**src/rtl/mod_updown_counter_if.sv**
```systemverilog
// mod_updown_counter_if: control and count bus for mod_updown_counter
interface mod_updown_counter_if #(parameter int WIDTH = 4);
  logic en;
  logic up;
  logic clear;
  logic load;
  logic [WIDTH-1:0] load_val;
  logic [WIDTH-1:0] out;
  logic tc;
  modport master (output en, up, clear, load, load_val, input out, tc);
  modport slave (input en, up, clear, load, load_val, output out, tc);
endinterface

```
**src/rtl/mod_updown_counter.sv**
```systemverilog
// mod_updown_counter: prescaled up/down counter with wrap or saturate and terminal-count pulse
module mod_updown_counter #(
  parameter int WIDTH = 4,
  parameter int MAX = 15,
  parameter int SATURATE = 0,
  parameter int PRESCALE = 1
) (
  input logic clk,
  input logic rst,
  mod_updown_counter_if.slave bus
);
  localparam int PW = PRESCALE > 1 ? $clog2(PRESCALE) : 1;
  localparam logic [WIDTH-1:0] MAXV = WIDTH'(MAX);
  localparam logic [PW-1:0] PLAST = PW'(PRESCALE - 1);
  logic [PW-1:0] pre, pre_n;
  logic [WIDTH-1:0] cnt, cnt_n, stepped;
  logic tc_q, tc_n, step, at_bnd;
  always_comb begin
    step = bus.en && pre == PLAST;
    at_bnd = bus.up ? cnt == MAXV : cnt == '0;
    stepped = at_bnd ? (SATURATE != 0 ? cnt : (bus.up ? '0 : MAXV))
                     : (bus.up ? cnt + 1'b1 : cnt - 1'b1);
    pre_n = (bus.clear || bus.load) ? '0 : !bus.en ? pre : (pre == PLAST ? '0 : pre + 1'b1);
    cnt_n = bus.clear ? '0 : bus.load ? (bus.load_val > MAXV ? MAXV : bus.load_val)
          : step ? stepped : cnt;
    tc_n = !bus.clear && !bus.load && step && at_bnd;
  end
  always_ff @(posedge clk or posedge rst) begin
    if (rst) begin
      pre <= '0;
      cnt <= '0;
      tc_q <= 1'b0;
    end else begin
      pre <= pre_n;
      cnt <= cnt_n;
      tc_q <= tc_n;
    end
  end
  assign bus.out = cnt;
  assign bus.tc = tc_q;
endmodule

```
**src/flat_wrapper.sv**
```systemverilog
// flat-port wrapper written by rule: the top's interface ports become plain ports
module mod_updown_counter_flat 
#(
  parameter int WIDTH = 4,
  parameter int MAX = 15,
  parameter int SATURATE = 0,
  parameter int PRESCALE = 1
)
  (clk, rst, bus_en, bus_up, bus_clear, bus_load, bus_load_val, bus_out, bus_tc);
  mod_updown_counter_if #(.WIDTH(WIDTH)) bus_i ();
  input logic clk;
  input logic rst;
  input wire logic [$bits(bus_i.en)-1:0] bus_en;
  input wire logic [$bits(bus_i.up)-1:0] bus_up;
  input wire logic [$bits(bus_i.clear)-1:0] bus_clear;
  input wire logic [$bits(bus_i.load)-1:0] bus_load;
  input wire logic [$bits(bus_i.load_val)-1:0] bus_load_val;
  output wire logic [$bits(bus_i.out)-1:0] bus_out;
  output wire logic [$bits(bus_i.tc)-1:0] bus_tc;
  assign bus_i.en = bus_en;
  assign bus_i.up = bus_up;
  assign bus_i.clear = bus_clear;
  assign bus_i.load = bus_load;
  assign bus_i.load_val = bus_load_val;
  assign bus_out = bus_i.out;
  assign bus_tc = bus_i.tc;
  mod_updown_counter #(.WIDTH(WIDTH), .MAX(MAX), .SATURATE(SATURATE), .PRESCALE(PRESCALE)) u_core (.clk(clk), .rst(rst), .bus(bus_i));
endmodule
```
**config.mk**
```make
export PLATFORM = sky130hd
export DESIGN_NAME = mod_updown_counter_flat
export DESIGN_NICKNAME = d
export VERILOG_FILES = /design/src/rtl/mod_updown_counter_if.sv /design/src/rtl/mod_updown_counter.sv /design/src/flat_wrapper.sv
export SDC_FILE = /design/constraint.sdc
export NUM_CORES = 1
export LEC_CHECK = 0
export ABC_AREA = 1
export CORE_AREA = 3 3 40 42
export CTS_CLUSTER_DIAMETER = 100
export CTS_CLUSTER_SIZE = 12
export DETAILED_ROUTE_END_ITERATION = 12
export DIE_AREA = 0 0 43 45
export DONT_BUFFER_PORTS = 1
export RECOVER_POWER = 25
export SLEW_MARGIN = 15
export SYNTH_ARGS = -nofsm -noshare
export SYNTH_HDL_FRONTEND = slang
export SYNTH_SLANG_ARGS = --single-unit
```
**constraint.sdc**
```tcl
create_clock -name clk -period 1.7 [get_ports clk]
set_clock_uncertainty 0.1 [all_clocks]
set_input_delay 0.255 -clock clk [delete_from_list [all_inputs] [get_ports clk]]
set_output_delay 0.255 -clock clk [all_outputs]
set_load 0.05 [all_outputs]
```
==> impl_metrics.tcl <==
set metrics [dict create \
    status "finished clean" \
    cell_internal_pwr_w 0.000274 \
    syn-cell-area_um2 415 \
    hold_violations 0 \
    nets 80 \
    met3_length_um 94 \
    ys_types 19 \
    fp-row-count 13 \
    diodes 0 \
    hp-class "in -> reg" \
    p_leak_nw 0.261 \
    path_cells "inv_1, fa_1, xor2_1, nand2_1, a21oi_1, o22ai_1" \
    grtUsageTotal 0.106 \
    relSlewSlack 0.706 \
    fmax_ghz 0.648 \
    regArea_um2 129 \
    p_sw_w 0.000160 \
    place_congestion 0.834 \
    seq_area_frac_synth 0.301 \
    vias 393 \
    htree_levels 1 \
    worstPathArrival_ns 1.56 \
    yosysMostFrequentCell "nand2_1" \
    p_comb_frac 0.354 \
    firstDrtPassIters 4 \
    max_stage_delay_ns 0.41 \
    top_layer_used "met3" \
    floorplan.initialDensity 0.323 \
    finalMaxSlewViolations 0 \
    cts-root-buf "clkbuf_4" \
    synth_top_area_cell "dfrtp_1" \
    remaining_drc_errors 0 \
    grt_pass1_vias 383 \
    coreArea_um2 1280 \
    pwr-share-clk 0.317 \
    fillers 144 \
    ys_ff_latch 5 \
    clk_latency_ns 0.24 \
    fin_tns_setup_ns 0 \
    syn_to_final_growth_pct 21.4 \
    hold_ws_ns 0.0695 \
    routed_wl_um 872 \
    grt_pass1_wl_mm 1.48 \
    sw_frac_of_total 0.368 \
    async_flop_share 1.00 \
    clock_sinks 5 \
    cp_slowest_cell "fa_1" \
    powerDensity_nw_per_um2 859 \
    cts_resized 0 \
    ir_drop_uv 509 \
    clockBufferDepth 2 \
    drt-vias-per-instance 4.85 \
    drive_gt1_frac 0.273 \
    met2_length_um 394 \
    initialDrtViolationCount 3 \
    worst_pin_slew_ns 0.441 \
    syn_avg_cell_area_um2 7.29 \
    grt_max_degree 8 \
    period_needed_ns 1.54 \
    post_synth_inst_count 57 \
    setup_violations 0 \
    crit_family "adder cells" \
    dieArea_um2 1940 \
    crit_fanout 4 \
    cts_tree "built" \
    syn_nets 70 \
    yosys-top-cells-area "dfrtp_1, nand2_1, nand3_1" \
    maxCapViolations 0 \
    synth_top_area_share 0.301 \
    pwr-share-seq 0.329 \
    io_buffers 0 \
    crit_required_ns 1.72 \
    min_period_over_period 0.908 \
    routedWlPerCell_um 10.8 \
    cp-start-kind "register" \
    ios 15 \
    clk_pin_slew_worst_paths_ns 0.04 \
    dpl.hpwl_um 747 \
    netlist_top_cells_count "nand2_1, inv_1, nand3_1" \
    multi_input_area_um2 249 \
    grt_overflow 0 \
    die_h_um 45 \
    ant_nets 0 \
    synth_edf_count 0 \
    worstSetupPathType "reg -> reg" \
    die_w_um 43 \
    yosysWarnings 0 \
    grt_setup_unrepaired "false" \
    antenna_found_initial 0 \
    crit_buf_inv 1 \
    worstSetupEndpointType "register" \
    met1Wirelength_um 383 \
    synth-main-ff-cell "dfrtp_1" \
    numCtsBuffers 3 \
]
-- power groups by stage --
stage / sequential (W) / clock, W / combinational [W]
after floorplan: 0.000181 / 0 / 0.0000818
after global placement: 0.000144 / 0 / 0.000152
after detailed placement: 0.000144 / 0 / 0.000153
after CTS: 0.000143 / 0.000144 / 0.000155
after global routing: 0.000144 / 0.000151 / 0.000175
final: 0.000142 / 0.000138 / 0.000153
-- cell families (layout without fill, tap and decap cells) --
| logic type | Yosys count | in the layout | synth area share |
|---|---|---|---|
| and+or+nand+nor | 29 | 29 | 0.349 |
| buffers and inverters | 11 | 20 | 0.0994 |
| AOI/OAI and AO/OA | 7 | 7 | 0.0994 |
| DFF | 5 | 5 | 0.301 |
| adders and majority gates | 3 | 3 | 0.108 |
| xor gates and xnor gates | 2 | 2 | 0.0422 |
-- what timing repair did --
action                    4_1_cts  5_1_grt
hold buffers                    1        0
setup buffers                   0        0
hold endpoints to repair        5        0
-- routing by layer --
layer,global-route usage,up-vias
met5,0,-
met4,0.0361,0
met3,0.0637,0
met2,0.159,15
met1,0.125,174
li1,-,204
-- state kept, by name, summed over array words and instances, names as in the netlist --
register / cells
u_core.bus.out: 4
u_core.bus.tc: 1
-- metrics by stage --
stage | std cells | power (W) | worst slack (ns) | utilization | instance area [um^2]
CTS | 81 | 0.000442 | 0.150 | 0.392 | 504
finish | 81 | 0.000433 | 0.156 | 0.392 | 504
global placement | 76 | 0.000296 | 0.164 | 0.364 | 468
floorplan | 57 | 0.000262 | 0.0164 | - | 419
detailed placement | 76 | 0.000297 | 0.157 | 0.364 | 468
global route | 81 | 0.000471 | 0.0166 | 0.392 | 504
-- final cells by class --
cell class / count / share of cell area
Tap cell: 15 / 0.0372
Multi-Input combinational cell: 41 / 0.494
Sequential cell: 5 / 0.256
Inverter: 11 / 0.0819
Timing Repair Buffer: 5 / 0.0794
Clock buffer: 4 / 0.0521
-- layout by cell type, fill, tap and decap left out --
master,synthesis,layout
nor3_2,1,1
buf_4,0,4
fa_1,1,1
o2111ai_1,1,1
clkbuf_1,0,1
xnor2_1,1,1
nand3_1,6,6
nand4_2,2,2
nor2_2,1,1
a21oi_1,3,3
o21ai_1,1,1
or2_1,1,1
clkbuf_4,0,3
inv_1,6,6
nand2_1,16,16
dfrtp_2,0,3
inv_2,4,4
o22ai_1,2,2
clkinv_1,1,1
nor2_1,2,2
dlygate4sd3_1,0,1
dfrtp_1,5,2
ha_1,2,2
xor2_1,1,1
-- worst paths after layout --
path	endpoint	start	depth (start not counted)	slack, ns
max	u_core.bus.out[2]	u_core.bus.out[1]	6	0.16
min	u_core.bus.out[3]	bus_en	3	0.07
max reg2reg	u_core.bus.out[2]	u_core.bus.out[1]	6	0.16
min reg2reg	u_core.bus.out[0]	u_core.bus.out[0]	2	0.48
max in group asynchronous	u_core.bus.out[0]	rst	2	1.06
min in group asynchronous	u_core.bus.tc	rst	2	0.25
-- tightest hold or removal path: stages --
cell     delay, ns
nor3_2        0.03
nand2_1       0.05
nand2_1       0.04
No activity file was read; power rests on OpenSTA's default activity.
